[src/rtl/imem_pkg.sv]
// ---------------------------------------------------------------------------
// imem_pkg
//   Shared types and constants for the instruction-memory loader slice.
//   - IMEM_DEPTH : default instruction memory depth in words
//   - WORD_W     : instruction word width
//   - BYTE_W     : stream byte width
//   - CNT_W      : width able to hold a word count of 0..IMEM_DEPTH
//   - state_t    : loader FSM states
// ---------------------------------------------------------------------------
package imem_pkg;

  localparam int IMEM_DEPTH = 1024;
  localparam int WORD_W     = 32;
  localparam int BYTE_W     = 8;
  localparam int CNT_W      = $clog2(IMEM_DEPTH + 1);

  typedef enum logic [2:0] {
    IDLE = 3'd0,
    HDR  = 3'd1,
    DATA = 3'd2,
    CSUM = 3'd3,
    DONE = 3'd4,
    ERR  = 3'd5
  } state_t;

endpackage

[src/rtl/word_assembler.sv]
// ---------------------------------------------------------------------------
// word_assembler
//   Collects four stream bytes, MSB first, into one 32-bit word.
//   Ports:
//     clk        in   clock
//     rst_n      in   synchronous active-low reset
//     clear      in   drop any partial word and restart at byte 0
//     byte_en    in   a byte is transferred this cycle
//     byte_data  in   the transferred byte
//     word_valid out  high in the cycle the 4th byte is transferred
//     word       out  assembled word (valid with word_valid)
//   word_valid/word are combinational so the consumer can register the
//   result on the same edge that takes the 4th byte.
// ---------------------------------------------------------------------------
module word_assembler
  import imem_pkg::*;
(
  input  logic              clk,
  input  logic              rst_n,
  input  logic              clear,
  input  logic              byte_en,
  input  logic [BYTE_W-1:0] byte_data,
  output logic              word_valid,
  output logic [WORD_W-1:0] word
);

  logic [WORD_W-BYTE_W-1:0] shreg;
  logic [1:0]               idx;

  // NOTE: sequential state is updated with non-blocking assignments only, so
  // every flop samples pre-edge values regardless of block ordering.
  always_ff @(posedge clk) begin
    if (!rst_n || clear) begin
      shreg <= '0;
      idx   <= '0;
    end else if (byte_en) begin
      shreg <= {shreg[WORD_W-2*BYTE_W-1:0], byte_data};
      idx   <= idx + 2'd1;
    end
  end

  assign word_valid = byte_en && (idx == 2'd3);
  assign word       = {shreg, byte_data};

endmodule

[src/rtl/imem_loader.sv]
// ---------------------------------------------------------------------------
// imem_loader
//   Receives a program image as a valid/ready byte stream and writes it into
//   instruction memory as big-endian 32-bit words.
//   Image: 4-byte word count N, then N words (MSB first). With the
//   LOADER_CHECKSUM_EN macro defined, a 4-byte trailer follows that must equal
//   the mod-2^32 sum of the N words.
//   Parameters: DEPTH (max words), BASE_ADDR (first word index), ADDR_W.
//   Ports:
//     clk, rst_n   clock, synchronous active-low reset
//     start        begin a load (ignored while busy)
//     byte_valid   stream byte present
//     byte_data    stream byte
//     byte_ready   loader accepts bytes (HDR/DATA/CSUM)
//     wr_en        one-cycle write strobe, the cycle after a word completes
//     wr_addr      BASE_ADDR + word number (wraps at ADDR_W bits)
//     wr_data      assembled word
//     busy         same as byte_ready; holds the CPU off
//     done / err   load finished OK / image rejected; held until next start
// ---------------------------------------------------------------------------
module imem_loader
  import imem_pkg::*;
#(
  parameter int DEPTH     = IMEM_DEPTH,
  parameter int BASE_ADDR = 0,
  parameter int ADDR_W    = 32
) (
  input  logic              clk,
  input  logic              rst_n,
  input  logic              start,
  input  logic              byte_valid,
  input  logic [BYTE_W-1:0] byte_data,
  output logic              byte_ready,
  output logic              wr_en,
  output logic [ADDR_W-1:0] wr_addr,
  output logic [WORD_W-1:0] wr_data,
  output logic              busy,
  output logic              done,
  output logic              err
);

  localparam int CW = $clog2(DEPTH + 1);

  state_t            state;
  logic [CW-1:0]     n_words;
  logic [CW-1:0]     wcnt;
  logic              xfer;
  logic              load_go;
  logic              word_valid;
  logic [WORD_W-1:0] word;
`ifdef LOADER_CHECKSUM_EN
  logic [WORD_W-1:0] sum;
`endif

  assign xfer    = byte_valid && byte_ready;
  // byte_ready is low exactly in IDLE/DONE/ERR, the states that honour start.
  assign load_go = start && !byte_ready;
  assign busy    = byte_ready;

  word_assembler u_asm (
    .clk        (clk),
    .rst_n      (rst_n),
    .clear      (load_go),
    .byte_en    (xfer),
    .byte_data  (byte_data),
    .word_valid (word_valid),
    .word       (word)
  );

  always_ff @(posedge clk) begin
    if (!rst_n) begin
      state      <= IDLE;
      byte_ready <= 1'b0;
      wr_en      <= 1'b0;
      wr_addr    <= '0;
      wr_data    <= '0;
      done       <= 1'b0;
      err        <= 1'b0;
      n_words    <= '0;
      wcnt       <= '0;
`ifdef LOADER_CHECKSUM_EN
      sum        <= '0;
`endif
    end else begin
      // Strobe defaults low; only a completed data word raises it.
      wr_en <= 1'b0;
      case (state)
        IDLE, DONE, ERR: begin
          if (start) begin
            state      <= HDR;
            byte_ready <= 1'b1;
            done       <= 1'b0;
            err        <= 1'b0;
            wcnt       <= '0;
`ifdef LOADER_CHECKSUM_EN
            sum        <= '0;
`endif
          end
        end
        HDR: begin
          if (word_valid) begin
            n_words <= word[CW-1:0];
            if (word > WORD_W'(DEPTH)) begin
              state      <= ERR;
              byte_ready <= 1'b0;
              err        <= 1'b1;
            end else if (word == '0) begin
`ifdef LOADER_CHECKSUM_EN
              state <= CSUM;
`else
              state      <= DONE;
              byte_ready <= 1'b0;
              done       <= 1'b1;
`endif
            end else begin
              state <= DATA;
            end
          end
        end
        DATA: begin
          if (word_valid) begin
            wr_en   <= 1'b1;
            wr_addr <= ADDR_W'(BASE_ADDR) + ADDR_W'(wcnt);
            wr_data <= word;
            wcnt    <= wcnt + CW'(1);
`ifdef LOADER_CHECKSUM_EN
            sum     <= sum + word;
`endif
            if (wcnt == n_words - CW'(1)) begin
`ifdef LOADER_CHECKSUM_EN
              state <= CSUM;
`else
              state      <= DONE;
              byte_ready <= 1'b0;
              done       <= 1'b1;
`endif
            end
          end
        end
`ifdef LOADER_CHECKSUM_EN
        CSUM: begin
          if (word_valid) begin
            byte_ready <= 1'b0;
            if (word == sum) begin
              state <= DONE;
              done  <= 1'b1;
            end else begin
              state <= ERR;
              err   <= 1'b1;
            end
          end
        end
`endif
        default: begin
          state      <= IDLE;
          byte_ready <= 1'b0;
        end
      endcase
    end
  end

endmodule

[config.mk]
export PLATFORM = sky130hd
export DESIGN_NAME = imem_loader
export DESIGN_NICKNAME = d
export VERILOG_FILES = /design/src/rtl/imem_pkg.sv /design/src/rtl/word_assembler.sv /design/src/rtl/imem_loader.sv
export SDC_FILE = /design/constraint.sdc
export NUM_CORES = 1
export LEC_CHECK = 0
export ABC_CLOCK_PERIOD_IN_PS = 2200
export CORE_ASPECT_RATIO = 1.75
export CORE_MARGIN = 1
export CORE_UTILIZATION = 49
export CTS_BUF_LIST = sky130_fd_sc_hd__clkbuf_8
export CTS_CLUSTER_SIZE = 28
export DETAILED_ROUTE_END_ITERATION = 12
export PLACE_DENSITY = 0.79
export SLEW_MARGIN = 25
export SYNTH_ARGS = -nofsm -noshare
export SYNTH_HDL_FRONTEND = slang
export SYNTH_SLANG_ARGS = --single-unit
[constraint.sdc]
create_clock -name clk -period 2.2 [get_ports clk]
set_clock_uncertainty 0.1 [all_clocks]
set_input_delay 0.44 -clock clk [delete_from_list [all_inputs] [get_ports clk]]
set_output_delay 0.44 -clock clk [all_outputs]
set_load 0.005 [all_outputs]
==> results of run 1 <==
worst paths after layout:
| check | end | slack (ns) | depth (start not counted) |
|---|---|---|---|
| min | wr_addr[7] | 0.36 | 2 |
| min reg2reg | wr_addr[7] | 0.36 | 2 |
| max reg2reg | state[1] | 0.006 | 7 |
| max | state[1] | 0.006 | 7 |
metal layers:
metal | part of all wire | global-route usage
met5 | 0 | 0
met4 | 0.055 | 0.1592
met3 | 0.033 | 0.05721
met2 | 0.57 | 0.4854
met1 | 0.34 | 0.2593
through the flow:
step                      setup TNS, ns    util  instances  setup WS (ns)  area [µm²]
after CTS                             0  0.6420        749       0.006729        5373
after detailed placement         -2.170  0.6132        733        -0.2443        5131
after global placement           -1.362  0.6132        733        -0.1791        5131
after floorplan                       0       -        569        0.04037        4345
after global routing            -0.2468  0.6446        749       -0.09712        5394
final                                 0  0.6446        749       0.006186        5394
flip-flops by register name, summed over array words and instances, names as in the netlist:
register     flops
wr_addr         11
n_words         11
u_asm.shreg     24
wr_en            1
wr_data         32
busy             1
u_asm.idx        2
wcnt            11
done             1
state            3
err              1
kinds of logic after synthesis:
| logic type | share of synthesized area |
|---|---|
| compound gates | 0.1550 |
| xor+xnor | 0.04835 |
| fa+ha+maj | 0.008791 |
| buf+inv | 0.07559 |
| flops | 0.4594 |
| mux | 0.004688 |
| other cells | 0.0008781 |
| simple gates | 0.2473 |
worst register-to-register path: cells and delay by family, from the launching register on:
family	cells	cell delay, ns
simple gates	4	1.10
flops	1	0.32
compound gates	2	0.41
buf+inv	1	0.16
synth_stat cells, drive strengths merged (4+ instances only):
library cell | instances | area share
or3 | 4 | 0.0059
a21oi | 85 | 0.10
buf | 24 | 0.042
clkbuf | 27 | 0.024
xnor2 | 12 | 0.025
nand3 | 12 | 0.014
inv | 11 | 0.0097
nand2 | 169 | 0.15
xor2 | 9 | 0.018
and3 | 4 | 0.0059
nor2 | 21 | 0.018
o21ai | 11 | 0.013
dfxtp | 98 | 0.46
nor3 | 9 | 0.011
a211oi | 6 | 0.015
nor4 | 10 | 0.016
timing repair:
item                                    in CTS  in global routing
resized for setup                            5                  3
endpoints found under the hold margin        0                  0
endpoints found under the setup margin       4                  4
pin swaps                                    2                  2
area by class of cell:
| class | instances | area, µm² |
|---|---|---|
| flip-flops and latches | 98 | 1962 |
| repair buffers | 100 | 923.4 |
| fillers | 727 | 2974 |
| multi-input cells | 409 | 2108 |
| clock buffers | 9 | 123.9 |
| well taps | 115 | 143.9 |
| inverters | 11 | 41.29 |
| clock inverters | 7 | 91.34 |
power by group:
part	leakage [nW]	internal, mW	switching [mW]	total (mW)
Combinational	1.03	0.111	0.163	0.274
Sequential	0.790	1.79	0.0234	1.81
Clock	0.115	0.640	0.644	1.28
Total	1.93	2.54	0.830	3.37
==> impl_results.md, run 1 <==
* Crit-path cells: buf_4 > or3_1 > nor3_2 > o22ai_1 > nor4_2 > nand3b_1 > a41o_1
* Async S/R FF share, synth at 0
* CP Launch Point: n_words[2]
* Post-synth EDFFs at 0
* Most frequent cells in the layout: nand2_1 (169), dfxtp_1 (98), a21oi_1 (85)
* Status: complete, no violations
* Clock root buffer: clkbuf_8
* First-pass GRT wire length at 18460 µm
* Area grow syn2layout at 26.31%
* Seq/Total Area, Yosys at 0.4594
* Routed Wire Length at 11350 µm
* IR drop worst, VDD at 0.0004375 V
* Startpoint class of the critical path: flop
* Share of cells above drive strength 1 at 0.1088
* Initial core utilization at 0.5103
* Worst reg2reg startpoint: n_words[2]
* Commonest non-fill, non-tap cell in the layout: nand2_1
* Port bufs at 59
* Worst-Skew Late Latency at 0.39 ns
* Prevailing post-synth register cell: dfxtp_1
* Die Height at 125.5 µm
* Antenna violations before repair at 0
* Hpwl dp at 8331 µm
* Antenna Cells at 0
* Kind of critical path: flop to flop
* Tot Pwr at 3.370 mW
* Data required, critical path at 2.39 ns
* Via/cell ratio at 5.355
* Iter 0 DRT Violations at 245
* Avg Inst Size Synth at 7.778 µm²
* Final critical-path required period at 2.194 ns
* Worst path arrival time at 2.38 ns
* Final Hold Vio Count at 0
* CP max FO at 8
* CTS sink count at 98
* Largest net degree at the start of global routing at 38
* Fin Hold WS at 0.3574 ns
* Max clock buf depth at 2
* Overall routing resource usage at 0.2642
* Synth cell types at 44
* Postcts setup bufs at 0
* Max-cap violations at 0
* Top Ports at 81
* Antenna-violating nets left at 0
* Die area at 9107 µm²
* Yosys Warn Count at 0
* Slowest CP cell: or3_1
* Fmax achieved at 455.8 MHz
* CTS buffer count at 9
* Chip width at 72.57 µm
* Crit-path leading delay family: simple AND/OR/NAND/NOR gates
* RSZ-0062 raised after global routing: yes
* H-tree depth at 3
* Vias in the first global route at 3974
* PwrDens at 624.8 nW/µm²
* Slew Limit Fails at 0
* Mapped Area at 4270 µm²
* Pre-antenna DRT Iters at 4
* Nets at 644
* Drt drc at 0
* Total gr overflow at 0
* Min-delay src: wr_addr[7]
* Slowest stage delay, CP at 0.42 ns
* Leak Pwr at 1.935 nW
* Critical Path Sink Type: flop
* Critical path buffers and inverters at 1
* Total number of vias at 4011
* Hold crit path type: flop to flop
* Setup-failing EPs final at 0
* CTS tree: done
* Period utilisation layout at 0.9972
* CORE AREA at 8368 µm²
* Gpl congestion at 0.8990
* Flops & latches, synth at 98
* Post-Syn Instances at 549
* Cts hold-fix bufs at 0
* Num rows at 44
* Clock-pin slew on the worst setup and hold paths at 0.10 ns
* Wire length per cell at 15.15 µm
(Power assumes the default switching activity.)
==> inputs of run 2 (changes only) <==
--- a/config.mk
+++ b/config.mk
@@ -8,12 +8,13 @@
 export ABC_CLOCK_PERIOD_IN_PS = 2200
 export CORE_ASPECT_RATIO = 1.75
 export CORE_MARGIN = 1
-export CORE_UTILIZATION = 49
+export CORE_UTILIZATION = 59
 export CTS_BUF_LIST = sky130_fd_sc_hd__clkbuf_8
 export CTS_CLUSTER_SIZE = 28
 export DETAILED_ROUTE_END_ITERATION = 12
-export PLACE_DENSITY = 0.79
-export SLEW_MARGIN = 25
+export DONT_BUFFER_PORTS = 1
+export PLACE_DENSITY = 0.78
+export SLEW_MARGIN = 10
 export SYNTH_ARGS = -nofsm -noshare
 export SYNTH_HDL_FRONTEND = slang
 export SYNTH_SLANG_ARGS = --single-unit
==> impl_results.md, run 2 (synthesis gave the netlist of run 1 again) <==
* Status: complete, no violations
* Num rows at 40 (-9.1%)
* RR Endpoint: state[1]
* Antenna-violating nets left at 0 (unchanged)
* Register Area at 1962 µm² (unchanged)
* Share of cells above drive strength 1 at 0.07636 (-0.03247)
* Flop2flop setup slack at 0.09 ns (+0.09 ns)
* CORE AREA at 6907 µm² (-17%)
* Fin Hold WS at 0.09130 ns (-0.2661 ns)
* Max-cap violations at 0 (unchanged)
* Chip width at 66.31 µm (-8.6%)
* Slowest CP cell: or4_4
* Leak Pwr at 1.574 nW (-19%)
* Largest net degree at the start of global routing at 52 (+37%)
* Pre-antenna DRT Iters at 4 (unchanged)
* Final Cell Area at 4518 µm² (-16%)
* CP Launch Point: n_words[4]
* Clock-pin slew on the worst setup and hold paths at 0.09 ns (about the same)
* Slew Limit Fails at 0 (unchanged)
* TNS Setup at 0 ns (unchanged)
* First-pass GRT wire length at 16440 µm (-11%)
* Via/cell ratio at 5.681 (+6.1%)
* Overall routing resource usage at 0.2877 (+0.02353)
* Port bufs at 0 (-100%)
* Final critical-path required period at 2.108 ns (-0.08592 ns)
* H-tree depth at 3 (unchanged)
* CP max FO at 4 (-4)
* Kind of critical path: flop to flop
* Final setup margin at 0.09211 ns (+0.08592 ns)
* Critical path buffers and inverters at 0 (-1)
* Biggest regs: wr_data (32), u_asm.shreg (24)
* Worst-Skew Late Latency at 0.36 ns (-0.03 ns)
* Routed Wire Length at 10240 µm (-9.8%)
* Data required, critical path at 2.36 ns (-0.03 ns)
* Placed cell area at 4302 µm² (-16%)
* Slowest stage delay, CP at 0.58 ns (+0.16 ns)
* Initial core utilization at 0.6183 (+0.1080)
* Largest register FFs at 32 (unchanged)
* Area of the multi-input gates at 2105 µm² (-0.18%)
* Total gr overflow at 0 (unchanged)
* Antenna Cells at 0 (unchanged)
* Period utilisation layout at 0.9581 (-0.03906)
* Reg2reg path depth at 6 (-1)
* PwrDens at 673.0 nW/µm² (+7.7%)
* Antenna violations before repair at 0 (unchanged)
* RSZ-0062 raised after global routing: no
* Hold Path Sink: state[0]
* Top Ports at 81 (unchanged)
* Nets at 560 (-13%)
* Top reg by flops: wr_data
* Setup-failing EPs final at 0 (unchanged)
* Hpwl dp at 7625 µm (-8.5%)
* Worst path arrival time at 2.27 ns (-0.11 ns)
* Commonest non-fill, non-tap cell in the layout: nand2_1
* Most frequent cells in the layout: nand2_1 (169), dfxtp_1 (98), a21oi_1 (85)
* Clock root buffer: clkbuf_8
* Hold depth at 1 (-1)
* Vias in the first global route at 3498 (-12%)
* CTS buffer count at 9 (unchanged)
* Die Height at 114.5 µm (-8.7%)
* Filler cell count at 649 (-11%)
* Area grow syn2layout at 5.801%
* Drt drc at 0 (unchanged)
* Tot Pwr at 3.041 mW (-9.8%)
* Final Hold Vio Count at 0 (unchanged)
* Startpoint class of the critical path: flop
* CTS sink count at 98 (unchanged)
* Max clock buf depth at 2 (unchanged)
* CTS tree: done
* Postcts setup bufs at 0 (unchanged)
* Worst reg2reg startpoint: n_words[4]
* Fmax achieved at 474.4 MHz (+4.1%)
* Crit-path leading delay family: simple AND/OR/NAND/NOR gates
* Hold crit path type: primary input to flop
* Worst slack, placed at 0.03345 ns (+0.2777 ns)
* Crit-path cells: or4_4 > nor4b_4 > xnor2_2 > nor4_2 > nand3b_1 > a41o_1
* Layout Cells excl Fill at 634 (-15%)
* Post-layout util at 0.6542 (+0.009580)
* Total number of vias at 3602 (-10%)
* Placed insts at 618 (-16%)
* Wire length per cell at 16.15 µm (+6.6%)
* Critical Path Sink Type: flop
* Min-delay src: rst_n
* Die area at 7595 µm² (-17%)
* Iter 0 DRT Violations at 207 (-16%)
* IR drop worst, VDD at 0.0004969 V (+14%)
* Gpl congestion at 0.9280 (+3.2%)
## run 2: per-layer routing
metal	GRT usage	part of all wire	vias to the layer above
li1	-	-	1786
met1	0.2907	0.36	1712
met2	0.5272	0.56	71
met3	0.04183	0.025	33
met4	0.1872	0.052	0
met5	0	0	-
## run 2: worst max-delay path by stage
stage / slack [ns] / to / cells past startpoint
after detailed placement: 0.03 / state[1] / 6
after CTS: 0.04 / state[1] / 6
after global placement: 0.06 / busy / 6
final: 0.09 / state[1] / 6
after floorplan: 0.04 / busy / 7
after global routing: 0.004 / busy / 6
## run 2: cell type report
class | instances | area share
clock inverters | 6 | 0.007754
repair buffers | 16 | 0.02935
well taps | 84 | 0.02326
clock buffers | 10 | 0.03046
flip-flops and latches | 98 | 0.4342
inverters | 11 | 0.009139
multi-input cells | 409 | 0.4658
## run 2: repair_timing
item,4_1_cts,5_1_grt
endpoints found under the setup margin,0,4
hold buffers,0,0
gates resized for setup,0,8
## run 2: worst reg2reg max path: stages, from the launching register on
cell	delay, ns
dfxtp_1	0.32
or4_4	0.58
nor4b_4	0.27
xnor2_2	0.12
nor4_2	0.23
nand3b_1	0.14
a41o_1	0.26
## run 2: where the power goes
group	internal (mW)	switching [mW]	total, mW
Combinational	0.0609	0.142	0.203
Sequential	1.79	0.0234	1.81
Clock	0.434	0.592	1.03
